<file path="src/rtl/matmul_seq.sv">
// matmul_seq: handshaked int8 vector-matrix multiply, out[j] = sum_i x[i]*w[i][j].
// One input row is folded into all P accumulators per cycle, so a result takes
// N cycles in ACC. The finished accumulators are formatted by the mode latched
// at accept: two's-complement wrap, signed saturation, or NNUE clipped ReLU.
module matmul_seq #(
  parameter int unsigned N     = 2,
  parameter int unsigned P     = 3,
  parameter int unsigned OUT_W = 16,
  parameter int unsigned SHIFT = 6
) (
  input  logic                 clk,
  input  logic                 rst,
  input  logic                 in_valid,
  output logic                 in_ready,
  input  logic [0:N*8-1]       x,
  input  logic [0:N*P*8-1]     w,
  input  logic [1:0]           mode,
  output logic                 out_valid,
  input  logic                 out_ready,
  output logic [0:P*OUT_W-1]   out
);

  // Accumulator headroom: N products of at most 2^14 magnitude can never overflow.
  localparam int unsigned AccW = 16 + $clog2(N) + 1;
  localparam int unsigned KW   = (N > 1) ? $clog2(N) : 1;

  localparam logic [1:0] StIdle = 2'd0;
  localparam logic [1:0] StAcc  = 2'd1;
  localparam logic [1:0] StDone = 2'd2;

  localparam logic [1:0] ModeWrap = 2'd0;
  localparam logic [1:0] ModeSat  = 2'd1;
  localparam logic [1:0] ModeRelu = 2'd2;

  localparam logic signed [63:0] SatMax = (64'sd1 <<< (OUT_W - 1)) - 64'sd1;
  localparam logic signed [63:0] SatMin = -(64'sd1 <<< (OUT_W - 1));

  logic [1:0]             state_q, state_d;
  logic signed [7:0]      x_q [N];
  logic signed [7:0]      x_d [N];
  logic signed [7:0]      w_q [N][P];
  logic signed [7:0]      w_d [N][P];
  logic [1:0]             mode_q, mode_d;
  logic [KW-1:0]          k_q, k_d;
  logic signed [AccW-1:0] acc_q [P];
  logic signed [AccW-1:0] acc_d [P];
  logic [0:P*OUT_W-1]     out_q, out_d;

  logic signed [15:0]     prod [P];
  logic signed [AccW-1:0] acc_sum [P];
  logic signed [63:0]     acc_ext [P];
  logic signed [63:0]     acc_shr [P];
  logic [OUT_W-1:0]       fmt [P];

  // Row-k products added to every column accumulator in parallel.
  always_comb begin
    for (int j = 0; j < P; j++) begin
      prod[j]    = x_q[k_q] * w_q[k_q][j];
      acc_sum[j] = acc_q[j] + {{(AccW - 16){prod[j][15]}}, prod[j]};
    end
  end

  // Format the post-update accumulators so the last ACC edge can register them.
  always_comb begin
    for (int j = 0; j < P; j++) begin
      acc_ext[j] = {{(64 - AccW){acc_sum[j][AccW-1]}}, acc_sum[j]};
      acc_shr[j] = acc_ext[j] >>> SHIFT;
      fmt[j]     = acc_ext[j][OUT_W-1:0];
      case (mode_q)
        ModeSat: begin
          if (acc_ext[j] > SatMax) begin
            fmt[j] = SatMax[OUT_W-1:0];
          end else if (acc_ext[j] < SatMin) begin
            fmt[j] = SatMin[OUT_W-1:0];
          end
        end
        ModeRelu: begin
          if (acc_shr[j] < 64'sd0) begin
            fmt[j] = '0;
          end else if (acc_shr[j] > 64'sd127) begin
            fmt[j] = {{(OUT_W - 7){1'b0}}, 7'd127};
          end else begin
            fmt[j] = {{(OUT_W - 7){1'b0}}, acc_shr[j][6:0]};
          end
        end
        // Wrap, and the unused encoding 3 behaves as wrap.
        default: fmt[j] = acc_ext[j][OUT_W-1:0];
      endcase
    end
  end

  // FSM next state: latch operands on accept, accumulate N rows, hold until taken.
  always_comb begin
    state_d = state_q;
    x_d     = x_q;
    w_d     = w_q;
    mode_d  = mode_q;
    k_d     = k_q;
    acc_d   = acc_q;
    out_d   = out_q;
    case (state_q)
      StIdle: begin
        if (in_valid) begin
          for (int i = 0; i < N; i++) begin
            x_d[i] = x[i*8 +: 8];
            for (int j = 0; j < P; j++) begin
              w_d[i][j] = w[(i*P + j)*8 +: 8];
            end
          end
          mode_d = mode;
          k_d    = '0;
          for (int j = 0; j < P; j++) begin
            acc_d[j] = '0;
          end
          state_d = StAcc;
        end
      end
      StAcc: begin
        acc_d = acc_sum;
        if (k_q == KW'(N - 1)) begin
          k_d     = '0;
          state_d = StDone;
          for (int j = 0; j < P; j++) begin
            out_d[j*OUT_W +: OUT_W] = fmt[j];
          end
        end else begin
          k_d = k_q + 1'b1;
        end
      end
      StDone: begin
        // out is deliberately left holding the last result after the handoff.
        if (out_ready) begin
          state_d = StIdle;
        end
      end
      default: state_d = StIdle;
    endcase
  end

  // State registers; rst aborts any operation in flight.
  always_ff @(posedge clk) begin
    if (rst) begin
      state_q <= StIdle;
      mode_q  <= ModeWrap;
      k_q     <= '0;
      out_q   <= '0;
      for (int i = 0; i < N; i++) begin
        x_q[i] <= '0;
        for (int j = 0; j < P; j++) begin
          w_q[i][j] <= '0;
        end
      end
      for (int j = 0; j < P; j++) begin
        acc_q[j] <= '0;
      end
    end else begin
      state_q <= state_d;
      mode_q  <= mode_d;
      k_q     <= k_d;
      out_q   <= out_d;
      x_q     <= x_d;
      w_q     <= w_d;
      acc_q   <= acc_d;
    end
  end

  // Handshake outputs decode directly from the state register.
  always_comb begin
    in_ready  = (state_q == StIdle);
    out_valid = (state_q == StDone);
    out       = out_q;
  end

endmodule
</file>
<file path="config.mk">
export PLATFORM = sky130hd
export DESIGN_NAME = matmul_seq
export DESIGN_NICKNAME = d
export VERILOG_FILES = /design/src/rtl/matmul_seq.sv
export SDC_FILE = /design/constraint.sdc
export NUM_CORES = 1
export LEC_CHECK = 0
export ABC_AREA = 1
export CAP_MARGIN = 20
export CORE_ASPECT_RATIO = 0.5
export CORE_UTILIZATION = 45
export CTS_CLUSTER_SIZE = 25
export DETAILED_ROUTE_END_ITERATION = 8
export PLACE_DENSITY_LB_ADDON = 0.05
export SETUP_SLACK_MARGIN = 0.2
export SYNTH_ARGS = -nofsm -noshare
export SYNTH_HDL_FRONTEND = slang
export SYNTH_SLANG_ARGS = --single-unit
</file>
<file path="constraint.sdc">
create_clock -name clk -period 19.7 [get_ports clk]
set_input_delay 3.94 -clock clk [delete_from_list [all_inputs] [get_ports clk]]
set_output_delay 3.94 -clock clk [all_outputs]
set_load 0.01 [all_outputs]
</file>
== Word level (Yosys, flattened, before mapping) ==
Index checks and enable logic that the tools add are counted.
Widths: inputs -> output; s select.

* Bits in registers: 171
* Input port bits: 70
* Output and inout bits: 50
* Logic and storage cells: 79

* Add/subtract/negate cells: 4
* Multipliers: 3
* Order comparisons: 13
* Equality and inequality tests: 7
* Multiplexer cells: 30
* Bitwise operators: 1
* Reduce and logical (&&, ||, !) cells: 6

{| class="wikitable"
|+ Operators with widths
! kind !! number
|-
| $pmux 54 s2 || 1
|-
| $mux 16 || 6
|-
| $pmux 16 s2 || 3
|-
| $mux 24 || 3
|-
| $add 18x18->18 || 3
|-
| $gt 18x16->1 const B || 3
|-
| $lt 18x16->1 const B || 3
|-
| $mux 54 || 1
|-
| $mul 8x8->16 || 3
|-
| $mux 7 || 6
|-
| $gt 12x8->1 const B || 3
|-
| $lt 12x1->1 const B || 3
|-
| $mux 8 || 3
|-
| $mux 2 || 3
|-
| $pmux 2 s3 || 1
|-
| $reduce_and 2->1 || 3
|-
| $eq 2x1->1 const B || 2
|-
| $eq 2x2->1 const B || 2
|-
| $ne 2x2->1 const B || 2
|-
| $reduce_and 3->1 || 1
|-
| $ge 2x2->1 const B || 1
|-
| $logic_not 2->1 || 1
|-
| $mux 1 || 2
|-
| $ne 2x1->1 const B || 1
|-
| 4 further kinds || 4
|}

== Depth between registers and ports, before layout ==
Gate-level depths: netlist of the first run.

* Word-level depth: 10
* Gate-level depth with buffers: 41

== Worst setup path before layout of the first run ==
No wires, ideal clock.

* Path kind: flip-flop to flip-flop
* From: register k_q
* To: register out_q (netlist bit out[27])
* Setup time: 0.119 ns
* Data arrival time: 6.806 ns
* Slack: 12.775 ns
* Cell stages (with the launch flop): 40
* Clock period less this slack: 6.925 ns
* Path through: dfxtp_1 > buf_2 > inv_1 > clkbuf_1 > or2_2 > o21ai_1 > clkbuf_1 > nor2_1 > fa_1 > inv_1 > fa_1 > inv_1 > fa_1 > inv_1 > fa_1 > inv_1 > ha_1 > inv_1 > [4 not listed] > o21ai_0 > nand2_1 > nand2_1 > a21oi_1 > xnor2_1 > ha_1 > a21oi_1 > o21ai_0 > a21oi_1 > nand2_1 > xor2_2 > nand2_1 > nand3_2 > buf_6 > nand2_1 > nand2_2 > a21oi_2 > nor2_2

* Word-level cells in the longest chain between the ends: 10
* Elaborated cells between the ends (all ways): 19
* Those cells by class: 1 x add/sub; 1 x mul; 4 x order compare; 11 x mux; 1 x bitwise; 1 x reduce/logical

{| class="wikitable"
|+ RTL lines
! item !! line !! RTL
|-
| start, declared || 44 || <nowiki>logic [KW-1:0] k_q, k_d;</nowiki>
|-
| start signal, assigned || 159 || <nowiki>k_q <= k_d;</nowiki>
|-
| $not 1->2 (not written as such) || 58 || <nowiki>prod[j] = x_q[k_q] * w_q[k_q][j];</nowiki>
|-
| $mux 8 (not written as such) or $mux 24 (tied branches) (3 in series) || -- ||
|-
| $mul 8x8->16 || 58 ||
|-
| $add 18x18->18 || 59 || <nowiki>acc_sum[j] = acc_q[j] + {{(AccW - 16){prod[j][15]}}, prod[j]};</nowiki>
|-
| $lt 18x16->1 or $gt 12x8->1 (tied branches) || 73, 80 ||
|-
| $mux 16 or $mux 7 (tied branches) || 73, 80 ||
|-
| $mux 16 or $mux 7 (tied branches) || 71, 78 ||
|-
| $pmux 16 s2 || 69 || <nowiki>case (mode_q)</nowiki>
|-
| end signal, assigned || 160 || <nowiki>out_q <= out_d;</nowiki>
|-
| end, declared || 47 || <nowiki>logic [0:P*OUT_W-1] out_q, out_d;</nowiki>
|}

Several ways; a longest one is shown, not always the timed one. The select of a mux whose other input is x is not followed.
A chain may end at the register's enable or synchronous reset.

== Worst setup path after layout of the first run ==
* From: register k_q
* To: register out_q (netlist bit out[24])

* Word-level cells in the longest chain between the ends: 10
* Elaborated cells between the ends (all ways): 15
* Those cells by class: 1 x add/sub; 1 x mul; 2 x order compare; 9 x mux; 1 x bitwise; 1 x reduce/logical

{| class="wikitable"
|+ RTL lines
! item !! line !! RTL
|-
| $not 1->2 (not written as such) || 58 ||
|-
| $mux 8 (not written as such) or $mux 24 (tied branches) (3 in series) || -- ||
|-
| $mul 8x8->16 || 58 ||
|-
| $add 18x18->18 || 59 ||
|-
| $lt 18x16->1 || 73 || <nowiki>end else if (acc_ext[j] < SatMin) begin</nowiki>
|-
| $mux 16 || 73 ||
|-
| $mux 16 || 71 || <nowiki>if (acc_ext[j] > SatMax) begin</nowiki>
|-
| $pmux 16 s2 || 69 ||
|}

Several ways; a longest one is shown, not always the timed one. The select of a mux whose other input is x is not followed.

==> summary.md, run 1 <==
| Metric | Value |
|---|---|
| Synthesis-to-finish area growth | 12.8% |
| Total die area | 0.0402 mm2 |
| R2R Setup Slk | 11.69 ns |
| Netlist cell types | 44 |
| Fin. Hold Viols | 0 |
| Worst Path Required | 20.06 ns |
| Final setup margin | 11.69 ns |
| Drt first pass iters | 5 |
| Die Y | 142 um |
| Final Max Slew Viols | 0 |
| Vias | 15.9k |
| Cts repair resizes | 0 |
| Vias per cell | 5.09 |
| Yosys warning count | 0 |
| Ports | 120 |
| Vias in the first global route | 14.9k |
| Max rail drop VDD | 0.106 mV |
| Avg Cell Area, Syn | 7.07 um2 |
| Most used cell, CP | inv_1 |
| Global route overflow | 0 |
| Max frequency | ~120 MHz |
| Final min period | 8.01 ns |
| DP Area | slightly below 0.02 mm2 |
| RSZ-0062 raised after global routing | no |
| RR Startpoint | k_q |
| First-pass GRT wire length | approximately 83000 um |
| Antenna Violating Nets Remaining | 0 |
| Post-CTS Setup Bufs | 0 |
| Avg WL per Cell | 16.8 um |
| Initial Utilization | 46.5% |
| Synth Register Bits | 171 |
| Reg2reg end | out[24] |
| CTS tree | done |
| Gate power share | approximately 75% |
| Register area share after synthesis | 19.3% |
| WS Path Type | reg -> reg |
| Iter 0 DRT Violations | 1214 |
| Core footprint | 0.0381 mm2 |
| Die width | 283 um |
| Final Cycle Share | 40.6% |
| CTS Buf Count | 17 |
| Dpl ws | 11.78 ns |
| Slowest-stage cell, CP | fa_1 |
| Post-CTS Hold Fix Bufs | 0 |
| Post-synth EDFFs | 0 |
| Clock Skews | 0.0149 ns |
| Nets | 2964 |
| Sw Pwr | 1.84 mW |
| Pwr dens | 158 mW/mm2 |
| Placer Congestion | between 0.8 and 0.9 |
| Clock share of power | a little under an eighth |
| Worst path arrival time | 8.36 ns |
| Largest net degree at the start of global routing | 110 |
| CP startpoint kind | flop |
| Top cells by count, synth | nand2_1 (516), inv_1 (418), nor2_1 (332) |
| Root Buffer | clkbuf_16 |
| Initial antenna violation count | 1 |
| TritonCTS Sinks | 171 |
| Primary FF master, synth | dfxtp_1 |
| Share of post-route cells with drive strength above 1 | 6.00% |
| Worst-margin pin slew | between 1 and 1.5 ns |
| Register share of total power | 13.5% |
| Synthesized cell area | between 0.015 and 0.02 mm2 |
| Slew headroom | 29.1% |
| Dpl hpwl | approximately 40000 um |
| Outcome | completed |
| Diodes inserted | 0 |
| Clk_lat worst skew | 0.46 ns |
| Net Count, Synth | 2882 |
| Std cell rows | 50 |
| Top cells by area, synth | dfxtp_1 (19%), fa_1 (19%), nand2_1 (11%) |
| Post-synth top area cell | dfxtp_1 |
| Crit path largest cell delay | 0.55 ns |
| # fillers | 3850 |
| Hold WC Path Type | reg -> reg |
| Count leader, synth | nand2_1 |
| Share of the synthesized area in the top cell type | 19.3% |
| Cell Int Power | 1.31 mW |
| Gr usage total | 26.9% |
| Clock-pin transition on the worst setup and hold timing paths | ~0.080 ns |
| Async SR Flop Fraction | 0% |
| Element type at the critical path end | flop |
| Mapped Cells | around 2.5k |
| PortBufs | 119 |
| Endpoints failing setup | 0 |
| Final Instance Area | around 0.020 mm2 |
| CP max FO | 25 |
| Drt drc | 0 |
| Setup TNS Final | 0 ns |
| Pleak | a little under 10 nW |
| Max cap viols | 0 |
| Critical Path Source | k_q |
| Final wirelength | 52500 um |
| Critical Path Sink | out[24] |
| R2R cell count | 36 |
| Maximum root-to-sink buffer count | 2 |
| H-tree level count | 4 |
| Sw frac | 58.4% |
==> per-layer routing <==
metal | share of wire (%) | track usage (%) | vias up
li1 | - | - | 7949
met1 | 54 | 44.0 | 7396
met2 | 38 | 35.5 | 491
met3 | 7.5 | 5.14 | 34
met4 | 1.0 | 4.58 | 0
met5 | 0 | 0 | -
==> worst min-delay path by stage <==
stage                           end      start  cells after the start
after detailed placement    out[46]    out[46]                      2
final                       out[46]    out[46]                      2
after global placement      out[46]    out[46]                      2
after CTS                   out[46]    out[46]                      2
after global routing      acc_q[38]  acc_q[38]                      2
after floorplan            acc_q[2]   acc_q[2]                      2
==> cells in the final DEF, fill, tap and decap left out, types with 27 or more instances in the layout <==
cell type	n
nand3_1	75
o21ai_0	178
or2_2	28
fa_1	168
clkdlybuf4s50_1	118
ha_1	140
nor2_1	330
buf_4	27
dfxtp_1	171
xor2_1	39
nand2_1	515
xnor2_1	29
a21oi_1	155
inv_1	417
==> critical path, delay by kind of cell, from the launching register on <==
kind	cells	cell delay (ns)
AOI/OAI and AO/OA	11	1.95
xor gates and xnor gates	2	0.56
adders and majority gates	6	2.69
buffers and inverters	7	0.88
DFF	1	0.33
and+or+nand+nor	10	1.49
==> power groups by stage <==
stage | registers [mW] | logic, mW | clock network [mW]
finish | 0.424 | 2.37 | 0.354
global route | 0.430 | 2.66 | 0.373
CTS | 0.424 | 2.34 | 0.360
detailed placement | 0.432 | 2.31 | 0
global placement | 0.432 | 2.32 | 0
floorplan | 0.421 | 1.73 | 0
==> cell families after synthesis <==
logic type      after synthesis  share of synthesized area (%)
simple gates               1022                           23.9
buf+inv                     508                           11.1
compound gates              417                           12.8
fa+ha+maj                   308                           28.9
flops                       171                           19.3
xor+xnor                     69                           3.45
mux                           9                          0.509
==> cell type report <==
type	count	area, um2	share of cell area [%]
clock buffers	18	429	2.15
well taps	520	651	3.25
inverters	424	1590	7.96
repair buffers	147	1400	6.99
multi-input cells	1825	12300	61.8
clock inverters	14	151	0.757
flip-flops and latches	171	3420	17.1
==> sequential cells by signal (all words and copies together), names as in the netlist <==
signal,cells
acc_q,54
k_q,1
state_q,2
x_q,16
w_q,48
out,48
mode_q,2
==> per-stage QoR <==
| stage | utilization [%] | hold WS [ns] | total power, mW | cells |
|---|---|---|---|---|
| CTS | 52.4 | 0.469 | 3.12 | 3117 |
| global route | 52.5 | 0.484 | 3.46 | 3119 |
| detailed placement | 50.9 | 0.456 | 2.74 | 3085 |
| floorplan | - | 0.445 | 2.15 | 2504 |
| global placement | 50.9 | 0.456 | 2.75 | 3084 |
| finish | 52.5 | 0.468 | 3.15 | 3119 |
Note: power is estimated with default switching activity, not from simulation.
==> run 2: changes to the inputs <==
==> constraint.sdc (replaced) <==
create_clock -name clk -period 7.81 [get_ports clk]
set_input_delay 1.562 -clock clk [delete_from_list [all_inputs] [get_ports clk]]
set_output_delay 1.562 -clock clk [all_outputs]
set_load 0.01 [all_outputs]
==> run 2 against run 1 <==
Via count grew 0.92%; worst hold slack improved by 0.0019 ns; register-to-register slack got worse by 11 ns; first-iteration DRC count increased by 11%; clock-buffer cell count grew 2; die area unchanged; clock power rose by 140%; sequential share of layout area shrank 0.35 points; sequential power grew to 2.5 times the previous value; final area is 2.2% higher; power rose to 2.6 times the previous value; worst setup slack worse by 11 ns; largest cell class unchanged; largest power group unchanged.
==> summary.md, run 2 (synthesized netlist as in run 1, its figures left out) <==
| Metric | Value |
|---|---|
| Max frequency | 139 MHz |
| PortBufs | 119 |
| Fin cells | 3145 |
| Nets | 2991 |
| Dpl hpwl | 40600 um |
| Final wirelength | 52600 um |
| # fillers | 3831 |
| Slew headroom | between 40% and 50% |
| CTS tree | done |
| Hold path start | out[47] |
| Fin. Hold Viols | 0 |
| Worst Path Required | 8.19 ns |
| Max cap viols | 0 |
| Gr usage total | 27.0% |
| Vias | 16.0k |
| DP Area | around 0.020 mm2 |
| Endpoints failing setup | 0 |
| Largest net degree at the start of global routing | 85 |
| Drt first pass iters | 6 |
| Hold WC Path Type | reg -> reg |
| RR Startpoint | k_q |
| First-pass GRT wire length | 83700 um |
| Diodes inserted | 0 |
| Pwr dens | 406 mW/mm2 |
| Synthesis-to-finish area growth | 15.3% |
| Slowest-stage cell, CP | fa_1 |
| Placer Congestion | between 0.9 and 1 |
| Clock Skews | 0.0209 ns |
| CP max FO | 15 |
| Global route overflow | 0 |
| Total die area | 0.0402 mm2 |
| RSZ-0062 raised after global routing | no |
| Std cell rows | 50 |
| Crit path largest cell delay | 0.57 ns |
| CP startpoint kind | flop |
| Register area | 0.00343 mm2 |
| Final Max Slew Viols | 0 |
| Outcome | completed |
| Reg2reg end | out[42] |
| Worst-margin pin slew | 0.860 ns |
| Core footprint | 0.0381 mm2 |
| Max rail drop VDD | 0.353 mV |
| Top delay family on crit path | adder cells |
| Post-CTS Hold Fix Bufs | 0 |
| Initial antenna violation count | 0 |
| Avg WL per Cell | roughly 17 um |
| Maximum root-to-sink buffer count | 2 |
| Power, Total | 8.29 mW |
| Commonest non-fill, non-tap cell in the layout | nand2_1 |
| Vias per cell | 5.09 |
| Final Instance Area | 0.0204 mm2 |
| Vias in the first global route | 15.1k |
| CP Buf/Inv Count | 9 |
| Element type at the critical path end | flop |
| Hold Crit Endpoint | out[47] |
| R2R Setup Slk | 0.61 ns |
| H-tree level count | 4 |
| Setup TNS Final | 0 ns |
| Placed cell count | approximately 3.1k |
| Share of post-route cells with drive strength above 1 | 8.27% |
| CP Depth | 38 |
| WS Path Type | reg -> reg |
| R2R cell count | 38 |
| Antenna Violating Nets Remaining | 0 |
| Biggest register | acc_q |
| Hold Crit Depth | 2 |
| Multi-input gate area | 0.0125 mm2 |
| Pleak | ~9.9 nW |
| Clk_lat worst skew | 0.47 ns |
| Most used cell, CP | nand2_1 |
| CTS Buf Count | 17 |
| Final Cycle Share | 92.2% |
| Ports | 120 |
| Worst path arrival time | 7.58 ns |
| Drt drc | 0 |
| TritonCTS Sinks | about 170 |
| Most frequent cells in the layout | nand2_1 (512), inv_1 (413), nor2_1 (325) |
| Initial Utilization | between 40 and 50% |
| Die width | about 280 um |
| Iter 0 DRT Violations | 1351 |
| Number of flip-flops under the largest register name | 54 |
| Die Y | 142 um |
| Clock-pin transition on the worst setup and hold timing paths | 0.08 ns |
| Final min period | 7.20 ns |
| Root Buffer | clkbuf_16 |
run 2: cell types whose count changed in the layout (fill, tap and decap cells not counted), sizes merged:
| cell | delta |
|---|---|
| clkbuf | +1 |
| bufinv | -1 |
| inv | -2 |
| nand3 | +1 |
| clkinv | -2 |
| clkinvlp | +3 |
| buf | +26 |
run 2: worst max path at each step:
stage               slack (ns)  from      end
detailed placement        0.05   k_q  out[42]
global placement          0.06   k_q  out[42]
CTS                       0.22   k_q  out[17]
floorplan                 0.89   k_q  out[27]
finish                    0.61   k_q  out[42]
global route              0.18   k_q  out[41]
run 2: through the flow:
| stage | worst slack (ns) | hold WS [ns] | util (%) |
|---|---|---|---|
| final | 0.608 | 0.470 | 53.6 |
| after global routing | 0.181 | 0.492 | 53.6 |
| after CTS | 0.223 | 0.471 | 52.9 |
| after detailed placement | 0.0520 | 0.460 | 51.3 |
| after global placement | 0.0627 | 0.454 | 51.2 |
| after floorplan | 0.885 | 0.445 | - |
run 2: power by group:
part | leakage [nW] | total [mW] | switching [mW] | internal, mW
clock | 0.278 | 0.856 | 0.422 | 0.434
sequential | 1.40 | 1.08 | 0.0857 | 0.990
combinational | 8.23 | 6.36 | 4.27 | 2.09
total | 9.91 | 8.29 | 4.78 | 3.51
run 2: repair_timing:
action	4_1_cts	5_1_grt
gates resized for setup	6	53
setup endpoints to repair	30	52
buffers inserted	1	10
cloned	0	3
pin swaps	1	11
run 2: cell type report:
| class | count | share of cell area [%] |
|---|---|---|
| clock buffers | 20 | 2.24 |
| inverters | 424 | 7.83 |
| flip-flops and latches | 171 | 16.8 |
| multi-input cells | 1826 | 61.4 |
| well taps | 520 | 3.19 |
| repair inverters | 1 | 0.0368 |
| clock inverters | 11 | 0.515 |
| repair buffers | 172 | 7.98 |
run 2: metal layers:
layer / track usage [%] / up-vias / wire length, um
met1: 44.2 / 7475 / 28500
li1: - / 8035 / -
met4: 4.67 / 0 / 466
met5: 0 / - / 0
met3: 4.92 / 30 / 3680
met2: 35.7 / 476 / 20000
run 2: worst register-to-register path: cells and delay by family, from the launching register on:
kind / cells / cell delay, ns
buffers and inverters: 9 / 0.89
DFF: 1 / 0.43
and+or+nand+nor: 12 / 1.32
AOI/OAI and AO/OA: 10 / 1.47
adders and majority gates: 6 / 2.78
xor gates and xnor gates: 1 / 0.19
==> run 3: changes to the inputs <==
--- a/config.mk
+++ b/config.mk
@@ -8,11 +8,10 @@
 export ABC_AREA = 1
 export CAP_MARGIN = 20
 export CORE_ASPECT_RATIO = 0.5
-export CORE_UTILIZATION = 45
+export CORE_UTILIZATION = 62
 export CTS_CLUSTER_SIZE = 25
 export DETAILED_ROUTE_END_ITERATION = 8
 export PLACE_DENSITY_LB_ADDON = 0.05
-export SETUP_SLACK_MARGIN = 0.2
 export SYNTH_ARGS = -nofsm -noshare
 export SYNTH_HDL_FRONTEND = slang
 export SYNTH_SLANG_ARGS = --single-unit
==> run 3 against run 2 <==
Cell count fell by 4.6%; non-clock buffer count fell by 8; highest routed layer unchanged; clock-buffer cell count down 3; sequential power barely moved.
==> summary.md, run 3 (synthesized netlist as in run 1, its figures left out) <==
| Metric | Value |
|---|---|
| CTS Buf Count | 17 |
| Avg WL per Cell | 16.6 um |
| Largest net degree at the start of global routing | 86 |
| Vias in the first global route | 15.0k |
| Max cap viols | 0 |
| H-tree level count | 4 |
| Final min period | roughly 7.4 ns |
| Vias per cell | 5.48 |
| WS Path Type | reg -> reg |
| Fin cells | 3000 |
| Max frequency | roughly 130 MHz |
| Reg2reg end | out[44] |
| Core footprint | 0.0279 mm2 |
| RR Startpoint | k_q |
| Clk_lat worst skew | 0.47 ns |
| Endpoints failing setup | 0 |
| TritonCTS Sinks | 171 |
| Final setup margin | 0.402 ns |
| Die width | around 240 um |
| Hold WC Path Type | reg -> reg |
| Fin. Hold Viols | 0 |
| Commonest non-fill, non-tap cell in the layout | nand2_1 |
| Element type at the critical path end | flop |
| Crit path largest cell delay | 0.54 ns |
| Outcome | completed |
| Ports | 120 |
| Worst Path Required | between 8 and 9 ns |
| Std cell rows | 43 |
| Slew headroom | 42.7% |
| Maximum root-to-sink buffer count | 2 |
| Gr usage total | 34.9% |
| Dpl ws | 0.183 ns |
| PortBufs | 119 |
| Hold path start | acc_q[2] |
| Hold Crit Endpoint | acc_q[2] |
| Most used cell, CP | inv_1 |
| Dpl hpwl | 38000 um |
| Slowest-stage cell, CP | fa_1 |
| CP max FO | 11 |
| M3 GR Usage | 9.01% |
| Placer Congestion | 1.02 |
| Global route overflow | 0 |
| Die Y | 122 um |
| Biggest register | acc_q |
| GR peak layer | met1 |
| Antenna Violating Nets Remaining | 0 |
| Final Cycle Share | 94.9% |
| Initial antenna violation count | 0 |
| Max rail drop VDD | a little over 0.4 mV |
| Pleak | 9.85 nW |
| First-pass GRT wire length | 78500 um |
| Drt drc | 0 |
| Number of flip-flops under the largest register name | 54 |
| Vias | 16.4k |
| Clock-pin transition on the worst setup and hold timing paths | 0.07 ns |
| Post-CTS Hold Fix Bufs | 0 |
| Worst path arrival time | 7.80 ns |
| Drt first pass iters | 6 |
| Initial Utilization | a little under two thirds |
| CTS tree | done |
| Root Buffer | clkbuf_16 |
| Multi-input gate area | 0.0124 mm2 |
| Most frequent cells in the layout | nand2_1 (515), inv_1 (416), nor2_1 (329) |
| # fillers | 2416 |
| Met1 Track Usage GR | 53.3% |
| Register area | 0.00342 mm2 |
| Nets | roughly 3k |
| R2R Setup Slk | 0.40 ns |
| Synthesis-to-finish area growth | 13.2% |
| CP startpoint kind | flop |
| Final Max Slew Viols | 0 |
| M2 GR Usage | 49.0% |
| Worst-margin pin slew | 0.859 ns |
| Clock Skews | 0.0130 ns |
| Final wirelength | 49700 um |
| Power, Total | 7.95 mW |
| Placed cell count | between 2k and 3k |
| R2R cell count | 34 |
| Hold Crit Depth | 2 |
| Iter 0 DRT Violations | 1685 |
| Total die area | ~0.029 mm2 |
| Share of post-route cells with drive strength above 1 | 7.26% |
| Pwr dens | between 300 and 400 mW/mm2 |
[run 3: cell types whose count changed in the layout (fill, tap and decap cells not counted), sizes merged, moves of 2 or more]
cell | before | now
buf | 54 | 45
inv | 426 | 428
diode | 0 | 2
clkbuf | 20 | 18
[run 3: cell type report]
cell class	count	area share, %
multi-input combinational	1825	62.0
sequential	171	17.1
inverter	424	7.99
timing repair buffer	164	7.65
tap	382	2.38
clock buffer	17	2.12
clock inverter	15	0.774
antenna	2	0.0250
[run 3: through the flow]
stage               TNS, ns  area, um2  util (%)  hold slack, ns
floorplan                 0      17700         -           0.445
global placement          0      19300      69.2           0.452
detailed placement        0      19300      69.2           0.459
CTS                       0      19900      71.3           0.471
global route        -0.0226      20000      71.9           0.489
finish                    0      20100      71.9           0.470
[run 3: where the power goes]
| group | total (mW) | internal, mW | leakage, nW | switching (mW) |
|---|---|---|---|---|
| sequential | 1.07 | 0.990 | 1.40 | 0.0789 |
| clock | 0.885 | 0.452 | 0.288 | 0.432 |
| combinational | 5.99 | 1.95 | 8.16 | 4.04 |
| total | 7.95 | 3.39 | 9.85 | 4.56 |
[run 3: worst max-delay path by stage]
stage | startpoint | endpoint | slack, ns | depth (start not counted)
2_1_floorplan | k_q | out[27] | 0.89 | 39
3_3_place_gp | k_q | out[17] | 0.34 | 36
3_5_place_dp | k_q | out[17] | 0.18 | 34
4_1_cts | k_q | out[17] | 0.11 | 34
5_1_grt | k_q | out[17] | -0.02 | 37
6_report | k_q | out[44] | 0.40 | 34
[run 3: worst max-delay path: cells and delay by family, from the launching register on]
kind	cells	cell delay, ns
compound gates	8	1.20
flops	1	0.40
xor+xnor	1	0.17
buf+inv	9	1.09
simple gates	10	1.73
fa+ha+maj	6	2.73
[run 3: what timing repair did]
item	4_1_cts	5_1_grt
setup buffers	0	10
resized for setup	0	28
endpoints found under the setup margin	0	46
[run 3: layer usage]
| layer | vias to the layer above | part of all wire [%] |
|---|---|---|
| li1 | 7988 | - |
| met3 | 46 | 11 |
| met4 | 0 | 1.0 |
| met2 | 729 | 41 |
| met1 | 7664 | 47 |
| met5 | - | 0 |
